<file path="config.mk">
export PLATFORM = sky130hd
export DESIGN_NAME = flash_read_flat
export DESIGN_NICKNAME = d
export VERILOG_FILES = /design/src/rtl/flash_read_if.sv /design/src/rtl/flash_read.sv /design/src/flat_wrapper.sv
export SDC_FILE = /design/constraint.sdc
export NUM_CORES = 1
export LEC_CHECK = 0
export BUFFER_PORTS_ARGS = -buffer_cell sky130_fd_sc_hd__buf_2
export CORE_MARGIN = 2
export CORE_UTILIZATION = 50
export DETAILED_ROUTE_END_ITERATION = 12
export PLACE_DENSITY = 0.72
export SLEW_MARGIN = 10
export SYNTH_ARGS = -nofsm -noshare
export SYNTH_HDL_FRONTEND = slang
export SYNTH_SLANG_ARGS = --single-unit
</file>
<file path="constraint.sdc">
create_clock -name clk -period 2.78 [get_ports clk]
set_input_delay 0.139 -clock clk [delete_from_list [all_inputs] [get_ports clk]]
set_output_delay 0.139 -clock clk [all_outputs]
set_load 0.01 [all_outputs]
</file>
<file path="src/rtl/flash_read_if.sv">
// Signal bundle between flash_read, its user-side read port and the spi_master
// byte handshake. The controller uses the master modport.
interface flash_read_if;
    logic        rden;
    logic [23:0] rdaddr;
    logic [7:0]  rdlen;
    logic [7:0]  rddata;
    logic        rddata_vld;
    logic        rdbusy;
    logic        rddone;
    logic        rdfail;
    logic        done;
    logic [7:0]  dout;
    logic        req;
    logic [7:0]  din;
    logic        finish;

    modport master (
        input  rden, rdaddr, rdlen, done, dout,
        output rddata, rddata_vld, rdbusy, rddone, rdfail, req, din, finish
    );

    modport slave (
        output rden, rdaddr, rdlen, done, dout,
        input  rddata, rddata_vld, rdbusy, rddone, rdfail, req, din, finish
    );
endinterface

</file>
<file path="src/rtl/flash_read.sv">
// SPI NOR READ DATA (0x03) sequencer: command, 24-bit address, then rdlen data
// bytes clocked through spi_master's req/done handshake, with per-byte timeout.
module flash_read #(
    parameter logic [7:0]  CMD_READ   = 8'h03,
    parameter logic [7:0]  DUMMY_BYTE = 8'h00,
    parameter int unsigned TIMEOUT    = 1024
) (
    input logic          clk,
    input logic          rst_n,
    flash_read_if.master bus
);
    localparam int unsigned       WCNT_W    = $clog2(TIMEOUT + 1);
    localparam logic [WCNT_W-1:0] WCNT_LAST = WCNT_W'(TIMEOUT - 1);

    typedef enum logic [2:0] {IDLE, CMD, ADDR, DATA, END} state_t;

    state_t            state_q;
    logic              wait_q;
    logic [23:0]       addr_q;
    logic [8:0]        remain_q;
    logic [1:0]        idx_q;
    logic [WCNT_W-1:0] wcnt_q;
    logic              req_q;
    logic              finish_q;
    logic              vld_q;
    logic              rddone_q;
    logic              rdfail_q;
    logic              busy_q;
    logic [7:0]        din_q;
    logic [7:0]        rddata_q;

    assign bus.req        = req_q;
    assign bus.din        = din_q;
    assign bus.finish     = finish_q;
    assign bus.rddata     = rddata_q;
    assign bus.rddata_vld = vld_q;
    assign bus.rddone     = rddone_q;
    assign bus.rdfail     = rdfail_q;
    assign bus.rdbusy     = busy_q;

    always_ff @(posedge clk or negedge rst_n) begin
        if (!rst_n) begin
            state_q  <= IDLE;
            wait_q   <= 1'b0;
            addr_q   <= '0;
            remain_q <= '0;
            idx_q    <= '0;
            wcnt_q   <= '0;
            req_q    <= 1'b0;
            finish_q <= 1'b0;
            vld_q    <= 1'b0;
            rddone_q <= 1'b0;
            rdfail_q <= 1'b0;
            busy_q   <= 1'b0;
            din_q    <= '0;
            rddata_q <= '0;
        end else begin
            req_q    <= 1'b0;
            vld_q    <= 1'b0;
            rddone_q <= 1'b0;
            rdfail_q <= 1'b0;

            case (state_q)
                IDLE: begin
                    finish_q <= 1'b0;
                    if (bus.rden) begin
                        addr_q   <= bus.rdaddr;
                        remain_q <= (bus.rdlen == 8'd0) ? 9'd256 : {1'b0, bus.rdlen};
                        busy_q   <= 1'b1;
                        req_q    <= 1'b1;
                        din_q    <= CMD_READ;
                        wait_q   <= 1'b0;
                        state_q  <= CMD;
                    end
                end

                END: begin
                    rddone_q <= 1'b1;
                    busy_q   <= 1'b0;
                    state_q  <= IDLE;
                end

                default: begin
                    // wait_q==0 is the req (SEND) cycle; done is only honoured in WAIT.
                    if (!wait_q) begin
                        wait_q <= 1'b1;
                        wcnt_q <= '0;
                    end else if (bus.done) begin
                        wait_q <= 1'b0;
                        if (state_q == CMD) begin
                            idx_q   <= 2'd0;
                            din_q   <= addr_q[23:16];
                            req_q   <= 1'b1;
                            state_q <= ADDR;
                        end else if (state_q == ADDR) begin
                            req_q <= 1'b1;
                            if (idx_q == 2'd2) begin
                                din_q    <= DUMMY_BYTE;
                                finish_q <= (remain_q == 9'd1);
                                state_q  <= DATA;
                            end else begin
                                idx_q <= idx_q + 2'd1;
                                din_q <= (idx_q == 2'd0) ? addr_q[15:8] : addr_q[7:0];
                            end
                        end else begin
                            rddata_q <= bus.dout;
                            vld_q    <= 1'b1;
                            remain_q <= remain_q - 9'd1;
                            if (remain_q == 9'd1) begin
                                finish_q <= 1'b0;
                                state_q  <= END;
                            end else begin
                                req_q    <= 1'b1;
                                din_q    <= DUMMY_BYTE;
                                finish_q <= (remain_q == 9'd2);
                            end
                        end
                    end else if (wcnt_q == WCNT_LAST) begin
                        // Abort: finish pulses with rdfail so spi_master drops cs.
                        rdfail_q <= 1'b1;
                        finish_q <= 1'b1;
                        busy_q   <= 1'b0;
                        wait_q   <= 1'b0;
                        state_q  <= IDLE;
                    end else begin
                        wcnt_q <= wcnt_q + 1'b1;
                    end
                end
            endcase
        end
    end
endmodule

</file>
<file path="src/flat_wrapper.sv">
// flat-port wrapper written by rule: the top's interface ports become plain ports
module flash_read_flat 
#(
    parameter logic [7:0]  CMD_READ   = 8'h03,
    parameter logic [7:0]  DUMMY_BYTE = 8'h00,
    parameter int unsigned TIMEOUT    = 1024
)
  (clk, rst_n, bus_rden, bus_rdaddr, bus_rdlen, bus_done, bus_dout, bus_rddata, bus_rddata_vld, bus_rdbusy, bus_rddone, bus_rdfail, bus_req, bus_din, bus_finish);
  flash_read_if bus_i ();
  input logic clk;
  input logic rst_n;
  input wire logic [$bits(bus_i.rden)-1:0] bus_rden;
  input wire logic [$bits(bus_i.rdaddr)-1:0] bus_rdaddr;
  input wire logic [$bits(bus_i.rdlen)-1:0] bus_rdlen;
  input wire logic [$bits(bus_i.done)-1:0] bus_done;
  input wire logic [$bits(bus_i.dout)-1:0] bus_dout;
  output wire logic [$bits(bus_i.rddata)-1:0] bus_rddata;
  output wire logic [$bits(bus_i.rddata_vld)-1:0] bus_rddata_vld;
  output wire logic [$bits(bus_i.rdbusy)-1:0] bus_rdbusy;
  output wire logic [$bits(bus_i.rddone)-1:0] bus_rddone;
  output wire logic [$bits(bus_i.rdfail)-1:0] bus_rdfail;
  output wire logic [$bits(bus_i.req)-1:0] bus_req;
  output wire logic [$bits(bus_i.din)-1:0] bus_din;
  output wire logic [$bits(bus_i.finish)-1:0] bus_finish;
  assign bus_i.rden = bus_rden;
  assign bus_i.rdaddr = bus_rdaddr;
  assign bus_i.rdlen = bus_rdlen;
  assign bus_i.done = bus_done;
  assign bus_i.dout = bus_dout;
  assign bus_rddata = bus_i.rddata;
  assign bus_rddata_vld = bus_i.rddata_vld;
  assign bus_rdbusy = bus_i.rdbusy;
  assign bus_rddone = bus_i.rddone;
  assign bus_rdfail = bus_i.rdfail;
  assign bus_req = bus_i.req;
  assign bus_din = bus_i.din;
  assign bus_finish = bus_i.finish;
  flash_read #(.CMD_READ(CMD_READ), .DUMMY_BYTE(DUMMY_BYTE), .TIMEOUT(TIMEOUT)) u_core (.clk(clk), .rst_n(rst_n), .bus(bus_i));
endmodule
</file>
# Yosys cells after proc, flatten, opt, wreduce, memory -nomap -nowiden
# Index checks and enable logic that the tools add are counted.
# op_classes
n_addsub,3
eq_ne,19
muxes,66
bitwise,4
reduce_logical,21
# ops
operator,count
$mux 8,8
$mux 9,6
$mux 11,3
$mux 1,31
$reduce_and 5->1,5
$mux 3,8
$pmux 9 s2,1
$pmux 8 s2,1
$add 11x1->11 const B,1
$eq 11x10->1 const B,1
$ne 2x2->1 const B,5
$eq 9x1->1 const B,1
$eq 9x2->1 const B,1
$reduce_bool 3->1,3
$sub 9x1->9 const B,1
$logic_not 8->1,1
$pmux 1 s2,4
$mux 2,3
$ne 6x1->1 const B,1
$ne 6x5->1 const B,1
$pmux 3 s2,1
$reduce_and 6->1,1
$reduce_bool 2->1,3
$ne 4x2->1 const B,1
other kinds (17),21
# totals
regBits,72
inputBits,44
out_inout_bits,22
word_cells,127

# Logic depth before layout (Yosys ltp)
# Gate-level depths: netlist of the first run.
# depth
word_depth,8
depth_mapped,8
depth_no_buf,7

# Worst setup path before layout of the first run
# Ideal clock, no wire load.
# synth_timing
path_kind,flip-flop to flip-flop
from,register u_core.wcnt_q[0]
to,register u_core.state_q[2]
setup_ns,0.077
t_arrival_ns,1.708
required_ns,2.703
path_slack_ns,0.995
stages_incl_launch_ff,7
path_buffers,1
synth_period_minus_slack_ns,1.785
cell_sequence,dfrtp_1 ha_1 nand3_1 or4_1 buf_2 a211o_1 a21oi_1
# synth_between
elab_chain_len,3
# synth_rtl
element,line_no,source
from (decl),flash_read.sv:22,logic [WCNT_W-1:0] wcnt_q;
from (signal assigned),flash_read.sv:126,wcnt_q <= wcnt_q + 1'b1;
$eq 11x10->1,flash_read.sv:118,end else if (wcnt_q == WCNT_LAST) begin
$reduce_bool 4->1 (no line),-,
$reduce_and 5->1 (no line),-,
to (signal assigned),flash_read.sv:100,state_q <= DATA;
to (signal assigned),flash_read.sv:111,state_q <= END;
to (signal assigned),flash_read.sv:124,state_q <= IDLE;
to (decl),flash_read.sv:17,state_t state_q;
# No other way between the ends.
# A chain may end at the register's enable or synchronous reset.

# Worst setup path after layout of the first run
# layout_timing
from,register u_core.state_q[2]
to,register u_core.remain_q[8]
# layout_between
elab_chain_len,3
elab_cells_between_ends,12
classes_between,eq/ne (6); mux (1); bitwise (1); reduce/logical (4)
# layout_rtl
element,line_no,source
from (signal assigned),flash_read.sv:43,state_q <= IDLE;
from (signal assigned),flash_read.sv:73,state_q <= CMD;
from (signal assigned),flash_read.sv:80,state_q <= IDLE;
$eq 3x1->1 (tied with other cells),flash_read.sv:90,if (state_q == CMD) begin
$ne 2x2->1 (no line) (tied with other cells),-,
$reduce_and 6->1 (no line),-,
to (signal assigned),flash_read.sv:68,"remain_q <= (bus.rdlen == 8'd0) ? 9'd256 : {1'b0, bus.rdlen};"
to (signal assigned),flash_read.sv:108,remain_q <= remain_q - 9'd1;
to (decl),flash_read.sv:20,logic [8:0] remain_q;
# Several ways; a longest one is shown, not always the timed one.

==> impl_metrics.toml, run 1 <==
[synthesis]
synthMostInstantiatedCell = "dfrtp_1"
ys_seq_area_frac = 0.508
synth_edf_count = 0
ys_top_cells_by_area = "dfrtp_1 (51%), mux2_2 (13%), nor2_1 (3.7%), o21ai_0 (3.5%), mux2i_1 (2.8%)"
yosys.area.top_type_share = 0.508
synthCells = 328
netlist_area_um2 = 3540
synth_cell_types = 48
synth_commonest_cells = "dfrtp_1 (72), mux2_2 (40), nor2_1 (35)"
yosys.area.top_type = "dfrtp_1"
async_flop_share = 1.00
syn_avg_cell_area_um2 = 10.8
synth_fp_nets = 378
yosysWarningCount = 0
ys.flop_type = "dfrtp_1"
ys_seq_elements = 72

[critical_path]
timing.rr.start = "u_core.state_q[2]"
crit_slowest_cell = "nor3_4"
r2r_slack_ns = 0.56
crit_type = "flop to flop"
reg2reg_depth = 5
slowest_delay_ns = 0.55
timing.rr.end = "u_core.remain_q[8]"
cp.arrival_ns = 2.40
cp_max_fo = 17
path_buf_inv = 0
path_delay_family = "simple AND/OR/NAND/NOR gates"
crit_chain = "nand2b_1 -> nor3_4 -> nor2_1 -> o21ai_0 -> o21ai_0"
cp_common_cell = "o21ai_0"
cp-start-kind = "flop"
cp.required_ns = 2.96
cp-end-kind = "flop"

[layout]
utilization = 0.616
drive_gt1_frac = 0.332
fin_nets = 446
antenna_cells = 0
syn2layout_area_growth_pct = 18.9

[sta]
tightest_slew_ns = 0.903
period_share = 0.799
rsz0062_at_grt = "false"
whs_ns = -0.00392
drv_slew = 0
skew_ns = 0.0117
slew_headroom = 0.398
final_hold_viol_count = 2
setup_violations = 0
period_needed_ns = 2.22
timing.fmax_mhz = 450
finalSetupTns_ns = 0

[place]
dp.final_hpwl_mm = 4.97
io_buffers = 65
place.gp.congestion = 0.844

[power]
p_sw_mw = 1.56
p_int_mw = 2.79
clockPowerShare = 0.217
pwr-share-comb = 0.378
leakagePower_nw = 1.92
p_per_area_nw_per_um2 = 1030
pwr-share-seq = 0.405
peakVddDrop_mv = 0.581
swShare = 0.358

[routing]
vias = 2671
drt_first_pass_iters = 4
wl_per_cell_um = 14.7
drt_iter0_markers = 207
via_per_inst = 5.37
drc_errors = 0
drt_wl_total_mm = 7.29
antenna_left = 0

[hold_path]
holdCritPathClass = "input port to asynchronous set/reset pin"

[global_route]
grt_max_degree = 73
grt_overflow = 0
antenna_found_initial = 0
grt_util_all_layers = 0.201
grt_pass1_vias = 2511
grt_pass1_wl_mm = 12.0

[clock_network]
clock-sinks = 72
cts_root_buf = "clkbuf_8"
clock_latency_ns = 0.34
cts_resized = 0
cts_max_level = 3
tritoncts = "built"
cts_buffers = 9
cts.clk_slew.worst_paths_ns = 0.07
clock_path_buffers = 2

[floorplanning]
fp.dieH_um = 88.2
initial_core_util = 0.519
fp.coreArea_um2 = 6830
num_rows = 30
io_pins = 66
die_area_um2 = 7780
chipWidth_um = 88.2

[outcome]
violations = "negative hold slack"
status = "finished, violations left"

[job]
max_cap_viol_count = 0
## worst register-to-register path, stage by stage (launching register included)
cell	delay, ns
dfrtp_1	0.50
nand2b_1	0.25
nor3_4	0.55
nor2_1	0.39
o21ai_0	0.26
o21ai_0	0.11
## state kept, by name, indices dropped and copies added, names as in the netlist
| signal | cells |
|---|---|
| u_core.addr_q | 24 |
| u_core.bus.din | 8 |
| u_core.bus.finish | 1 |
| u_core.bus.rdbusy | 1 |
| u_core.bus.rddata | 8 |
| u_core.bus.rddata_vld | 1 |
| u_core.bus.rddone | 1 |
| u_core.bus.rdfail | 1 |
| u_core.bus.req | 1 |
| u_core.idx_q | 2 |
| u_core.remain_q | 9 |
| u_core.state_q | 3 |
| u_core.wait_q | 1 |
| u_core.wcnt_q | 11 |
## power by group through the flow
stage | registers [mW] | logic [mW] | clock network (mW)
final | 1.76 | 1.64 | 0.944
after global routing | 1.82 | 1.83 | 1.03
after CTS | 1.76 | 1.66 | 0.970
after detailed placement | 1.77 | 1.66 | 0
after global placement | 1.75 | 1.60 | 0
after floorplan | 1.70 | 1.26 | 0
## worst max-delay path by stage
stage                 startpoint                 end  slack, ns  depth (start not counted)
5_1_grt        u_core.state_q[1]  u_core.remain_q[8]       0.27                          5
4_1_cts        u_core.state_q[2]  u_core.remain_q[8]       0.52                          5
6_report       u_core.state_q[2]  u_core.remain_q[8]       0.56                          5
3_3_place_gp   u_core.state_q[2]  u_core.remain_q[5]       0.66                          5
3_5_place_dp   u_core.state_q[2]  u_core.remain_q[8]       0.52                          5
2_1_floorplan   u_core.wcnt_q[0]   u_core.state_q[2]       0.99                          6
## logic make-up (layout without fill, tap and decap cells)
logic type,after synthesis,in the layout,share of synthesized area
AO/OA/AOI/OAI,65,65,0.112
adder cells (fa/ha/maj),6,6,0.0212
flip-flops,72,72,0.508
AND/OR/NAND/NOR,104,104,0.155
XOR/XNOR,8,8,0.0198
multiplexers,50,50,0.155
buffers and inverters,23,96,0.0282
## cell type report
class | count | area (µm²)
Clock inverter | 4 | 76.3
Multi-Input combinational cell | 233 | 1640
Clock buffer | 12 | 155
Fill cell | 592 | 2620
Timing Repair Buffer | 73 | 390
Sequential cell | 72 | 1800
Inverter | 7 | 26.3
Tap cell | 96 | 120
## cell usage in the layout (no fill, tap or decap), drive strengths merged, types with 2 or more instances in the layout
cell type / Yosys / final
o22a: 2 / 2
nand3: 10 / 10
clkbuf: 4 / 12
dfrtp: 72 / 72
and3: 2 / 2
o21a: 3 / 3
mux2i: 10 / 10
nand2b: 5 / 5
xnor2: 5 / 5
nand2: 21 / 21
buf: 12 / 71
nor3: 14 / 14
nor2: 35 / 35
ha: 6 / 6
o211ai: 2 / 2
o21ai: 26 / 26
a21oi: 17 / 17
dlygate4sd3: 0 / 2
nor3b: 2 / 2
nor4: 6 / 6
bufinv: 0 / 2
and2: 2 / 2
a31oi: 5 / 5
inv: 7 / 7
mux2: 40 / 40
nand4: 2 / 2
xor2: 3 / 3
## through the flow
step	instance area [µm²]	cells	total power, mW	hold WS (ns)	setup WS, ns
floorplan	3540	328	2.95	-0.157	0.995
global placement	3960	479	3.36	0.371	0.661
detailed placement	3960	479	3.43	0.374	0.521
CTS	4190	495	4.39	0.00511	0.524
global route	4210	497	4.68	0.00156	0.266
finish	4210	497	4.34	-0.00392	0.560
## what timing repair did
item,in CTS,in global routing
endpoints found under the hold margin,0,2
hold buffers,0,2
setup buffers,0,0
endpoints found under the setup margin,0,0
## metal layers
| layer | track usage | wire, µm | up-vias |
|---|---|---|---|
| met5 | 0 | 0 | - |
| met2 | 0.322 | 3760 | 45 |
| met1 | 0.268 | 3180 | 1319 |
| li1 | - | - | 1301 |
| met4 | 0.0455 | 48 | 0 |
| met3 | 0.0641 | 298 | 6 |
Power figures use the tool's default switching activity.
==> run 2: changes to the inputs <==
--- a/config.mk
+++ b/config.mk
@@ -9,7 +9,7 @@
 export CORE_MARGIN = 2
 export CORE_UTILIZATION = 50
 export DETAILED_ROUTE_END_ITERATION = 12
-export PLACE_DENSITY = 0.72
+export PLACE_DENSITY = 0.75
 export SLEW_MARGIN = 10
 export SYNTH_ARGS = -nofsm -noshare
 export SYNTH_HDL_FRONTEND = slang
==> constraint.sdc (replaced) <==
create_clock -name clk -period 1.8 [get_ports clk]
set_input_delay 0.09 -clock clk [delete_from_list [all_inputs] [get_ports clk]]
set_output_delay 0.09 -clock clk [all_outputs]
set_load 0.01 [all_outputs]
==> impl_metrics.toml, run 2 (same netlist as run 1, synthesis figures left out) <==
[clock_network]
clock_latency_ns = 0.34
cts.clk_slew.worst_paths_ns = 0.08
tritoncts = "built"
clock_path_buffers = 2
cts_max_level = 3
cts_root_buf = "clkbuf_8"
cts_buffers = 9
clock-sinks = 72

[layout]
top_regs = "u_core.addr_q x24, u_core.wcnt_q x11, u_core.remain_q x9"
mostFrequentLayoutCells = "dfrtp_1 (71), buf_2 (65), mux2_2 (40)"
syn2layout_area_growth_pct = 35.6
finalNonFillerCells = 554
drive_gt1_frac = 0.367
utilization = 0.703
largest_reg_flops = 24
antenna_cells = 0
final_common_cell = "dfrtp_1"
largest-register = "u_core.addr_q"
fin_nets = 504

[critical_path]
crit_chain = "nor4_4 -> nand3_2 -> a21oi_4 -> mux2_2"
cp-start-kind = "flop"
crit_type = "flop to flop"
path_buf_inv = 0
reg2reg_depth = 4
cp.arrival_ns = 1.96
cp_num_cells = 4
cp.required_ns = 2.02
cp-end-kind = "flop"
cp_max_fo = 8
slowest_delay_ns = 0.44
path_delay_family = "simple AND/OR/NAND/NOR gates"
crit_slowest_cell = "dfrtp_1"

[sta]
slew_headroom = 0.747
drv_slew = 0
setup_violations = 0
timing.fmax_mhz = 576
period_needed_ns = 1.73
final_hold_viol_count = 0
tightest_slew_ns = 0.380
period_share = 0.964
skew_ns = 0.00987

[floorplanning]
fp.dieH_um = 88.2
fp.coreArea_um2 = 6830
initial_core_util = 0.519
die_area_um2 = 7780
io_pins = 66
num_rows = 30
chipWidth_um = 88.2

[place]
dp.final_hpwl_mm = 5.47
place.gp.congestion = 0.839
io_buffers = 65
dp.cells = 504

[routing]
vias = 2938
antenna_left = 0
via_per_inst = 5.30
drt_first_pass_iters = 4
drc_errors = 0
drt_wl_total_mm = 8.32
drt_iter0_markers = 138
wl_per_cell_um = 15.0

[power]
leakagePower_nw = 2.20
p_per_area_nw_per_um2 = 1500
peakVddDrop_mv = 1.04

[job]
max_cap_viol_count = 0

[global_route]
antenna_found_initial = 0
grt_overflow = 0
grt_pass1_wl_mm = 13.8
grt_pass1_vias = 3068
grt_max_degree = 73
grt_util_all_layers = 0.231

[hold_path]
holdCritPathClass = "input port to flop"
min_delay_path_depth = 3

[outcome]
status = "complete, no violations"
-- run 2: through the flow --
stage	power (mW)	setup TNS, ns	instance area, µm²	setup slack (ns)	hold WS [ns]
finish	7.22	0	4800	0.0653	0.0373
global route	7.72	-0.0232	4800	-0.00958	0.0532
CTS	7.14	0	4750	0.000211	0.0314
detailed placement	5.65	-0.0154	4200	-0.0154	0.148
global placement	5.49	0	4200	0.0611	0.147
floorplan	4.56	0	3540	0.0149	-0.206
-- run 2: area by class of cell --
cell class | instances | area [µm²]
clock inverter | 5 | 81.3
sequential | 72 | 1800
fill | 511 | 2030
clock buffer | 10 | 138
inverter | 7 | 26.3
tap | 96 | 120
timing repair buffer | 131 | 953
multi-input combinational | 233 | 1680
-- run 2: final timing paths --
path	from	end	slack, ns
setup / recovery	u_core.remain_q[3]	u_core.bus.din[2]	0.07
hold / removal	bus_rdlen[7]	u_core.remain_q[7]	0.04
setup reg to reg	u_core.remain_q[3]	u_core.bus.din[2]	0.07
hold reg to reg	u_core.bus.rddata[3]	u_core.bus.rddata[3]	0.50
max in group asynchronous	rst_n	u_core.remain_q[0]	1.19
min in group asynchronous	rst_n	u_core.wcnt_q[6]	0.29
-- run 2: layer usage --
layer / global-route usage / share of wire
met1: 0.265 / 0.39
met2: 0.412 / 0.55
met3: 0.0500 / 0.041
met4: 0.101 / 0.022
met5: 0 / 0
-- run 2: power by group --
group | internal [mW] | switching (mW) | leakage, nW | total [mW]
logic | 1.58 | 1.52 | 1.20 | 3.10
registers | 2.24 | 0.468 | 0.895 | 2.70
clock network | 0.810 | 0.605 | 0.108 | 1.42
-- run 2: worst register-to-register path: stages, from the launching register on --
cell and delay (ns):
dfrtp_1 0.44, nor4_4 0.34, nand3_2 0.15, a21oi_4 0.30
mux2_2 0.38
-- run 2: repair_timing --
| item | in CTS | in global routing |
|---|---|---|
| endpoints found under the hold margin | 104 | 0 |
| setup endpoints to repair | 1 | 31 |
| pin swaps | 0 | 5 |
| gates resized for setup | 1 | 9 |
| hold buffers | 33 | 0 |
| setup buffers | 0 | 2 |
==> run 3: changes to the inputs <==
--- a/config.mk
+++ b/config.mk
@@ -6,8 +6,10 @@
 export NUM_CORES = 1
 export LEC_CHECK = 0
 export BUFFER_PORTS_ARGS = -buffer_cell sky130_fd_sc_hd__buf_2
+export CELL_PAD_IN_SITES_DETAIL_PLACEMENT = 1
+export CELL_PAD_IN_SITES_GLOBAL_PLACEMENT = 1
 export CORE_MARGIN = 2
-export CORE_UTILIZATION = 50
+export CORE_UTILIZATION = 39
 export DETAILED_ROUTE_END_ITERATION = 12
 export PLACE_DENSITY = 0.75
 export SLEW_MARGIN = 10
==> constraint.sdc (replaced) <==
create_clock -name clk -period 1.8 [get_ports clk]
set_input_delay 0.18 -clock clk [delete_from_list [all_inputs] [get_ports clk]]
set_output_delay 0.18 -clock clk [all_outputs]
set_load 0.01 [all_outputs]
==> impl_metrics.toml, run 3 (same netlist as run 1, synthesis figures left out) <==
[outcome]
status = "complete, no violations"

[layout]
largest_reg_flops = 24
antenna_cells = 0
drive_gt1_frac = 0.431
final_common_cell = "dfrtp_1"
top_regs = "u_core.addr_q x24, u_core.wcnt_q x11, u_core.remain_q x9"
utilization = 0.528
largest-register = "u_core.addr_q"
fin_nets = 484
syn2layout_area_growth_pct = 30.5
mostFrequentLayoutCells = "dfrtp_1 (71), buf_2 (65), mux2_2 (40), buf_4 (40), nor2_1 (32)"
design_area_um2 = 4630

[power]
leakagePower_nw = 2.14
p_total_mw = 7.47
peakVddDrop_mv = 0.696
p_per_area_nw_per_um2 = 1620

[sta]
drv_slew = 0
rsz0062_at_grt = "true"
period_share = 0.998
tightest_slew_ns = 0.398
skew_ns = 0.00995
period_needed_ns = 1.80
fin_ws_ns = 0.00434
timing.fmax_mhz = 557
slew_headroom = 0.732
whs_ns = 0.0503
setup_violations = 0
final_hold_viol_count = 0

[routing]
drt_iter0_markers = 75
drt_first_pass_iters = 4
drc_errors = 0
wl_met1_mm = 3.84
antenna_left = 0
wl_per_cell_um = 16.7
via_per_inst = 5.31
vias = 2902
met3WireLength_um = 299
wl_met2_mm = 4.89
drt_wl_total_mm = 9.14
top_layer = "met4"

[place]
place.gp.congestion = 0.773
io_buffers = 65
dp_slack_ns = -0.151
dp.final_hpwl_mm = 6.55
placed_area_um2 = 4250

[floorplanning]
fp.dieH_um = 99.3
num_rows = 34
initial_core_util = 0.404
fp.coreArea_um2 = 8760
die_area_um2 = 9860
io_pins = 66
chipWidth_um = 99.3

[clock_network]
clock_latency_ns = 0.35
cts_buffers = 9
tritoncts = "built"
cts_max_level = 3
cts.clk_slew.worst_paths_ns = 0.09
clock-sinks = 72
cts_root_buf = "clkbuf_8"
clock_path_buffers = 2

[global_route]
grt_pass1_vias = 3196
antenna_found_initial = 0
grt_overflow = 0
grt_pass1_wl_mm = 15.2
grt_util_all_layers = 0.193
grt_max_degree = 73

[critical_path]
cp-start-kind = "flop"
crit_chain = "ha_2 -> nand3_2 -> buf_6 -> nor4_4 -> buf_4 -> nor3_2 -> o21ai_1 -> o31ai_2"
cp.required_ns = 2.02
crit_slowest_cell = "dfrtp_1"
cp.arrival_ns = 2.02
cp-end-kind = "flop"
crit_type = "flop to flop"
slowest_delay_ns = 0.39
cp_max_fo = 4
timing.rr.start = "u_core.wcnt_q[1]"
setup.worst_path.start = "u_core.wcnt_q[1]"

[job]
max_cap_viol_count = 0

[hold_path]
min_from = "bus_dout[0]"
holdCritPathClass = "input port to flop"
## run 3: what timing repair did
item	in CTS	in global routing
gates resized for setup	2	21
setup buffers	4	2
endpoints found under the hold margin	72	0
pin swaps	2	5
endpoints found under the setup margin	20	25
hold buffers	1	0
## run 3: layout make-up
| type | count | area [µm²] |
|---|---|---|
| Fill cell | 968 | 4140 |
| Sequential cell | 72 | 1800 |
| Multi-Input combinational cell | 233 | 1720 |
| Timing Repair Buffer | 111 | 709 |
| Clock buffer | 10 | 138 |
| Tap cell | 108 | 135 |
| Clock inverter | 6 | 97.6 |
| Inverter | 7 | 26.3 |
## run 3: layer usage
metal	GRT usage	vias to the layer above
met5	0	-
met4	0.0622	0
met3	0.0387	11
met2	0.346	52
met1	0.232	1456
li1	-	1383
## run 3: final timing paths
check,cells past startpoint,endpoint,slack [ns]
max,8,u_core.bus.finish,0.004
max in group asynchronous,3,u_core.addr_q[1],1.10
min in group asynchronous,3,u_core.wcnt_q[2],0.36
max reg2reg,8,u_core.bus.finish,0.004
min reg2reg,1,u_core.bus.din[2],0.50
min,2,u_core.bus.rddata[0],0.05
## run 3: where the power goes
group          internal [mW]  leakage, nW  total [mW]  switching, mW
Sequential              2.23        0.894        2.62          0.387
Combinational           1.65         1.12        3.35           1.70
Clock                  0.840        0.119        1.51          0.665
Total                   4.72         2.14        7.47           2.76
## run 3: critical path: cells and delay by family, from the launching register on
family                   cells  cell delay (ns)
AND/OR/NAND/NOR              3             0.48
flip-flops                   1             0.39
buffers and inverters        2             0.33
AO/OA/AOI/OAI                2             0.26
adder cells (fa/ha/maj)      1             0.21
## run 3: through the flow
step           TNS, ns  cells
2_1_floorplan        0    328
3_3_place_gp    -0.230    524
3_5_place_dp     -1.13    524
4_1_cts              0    545
5_1_grt         -0.136    547
6_report             0    547
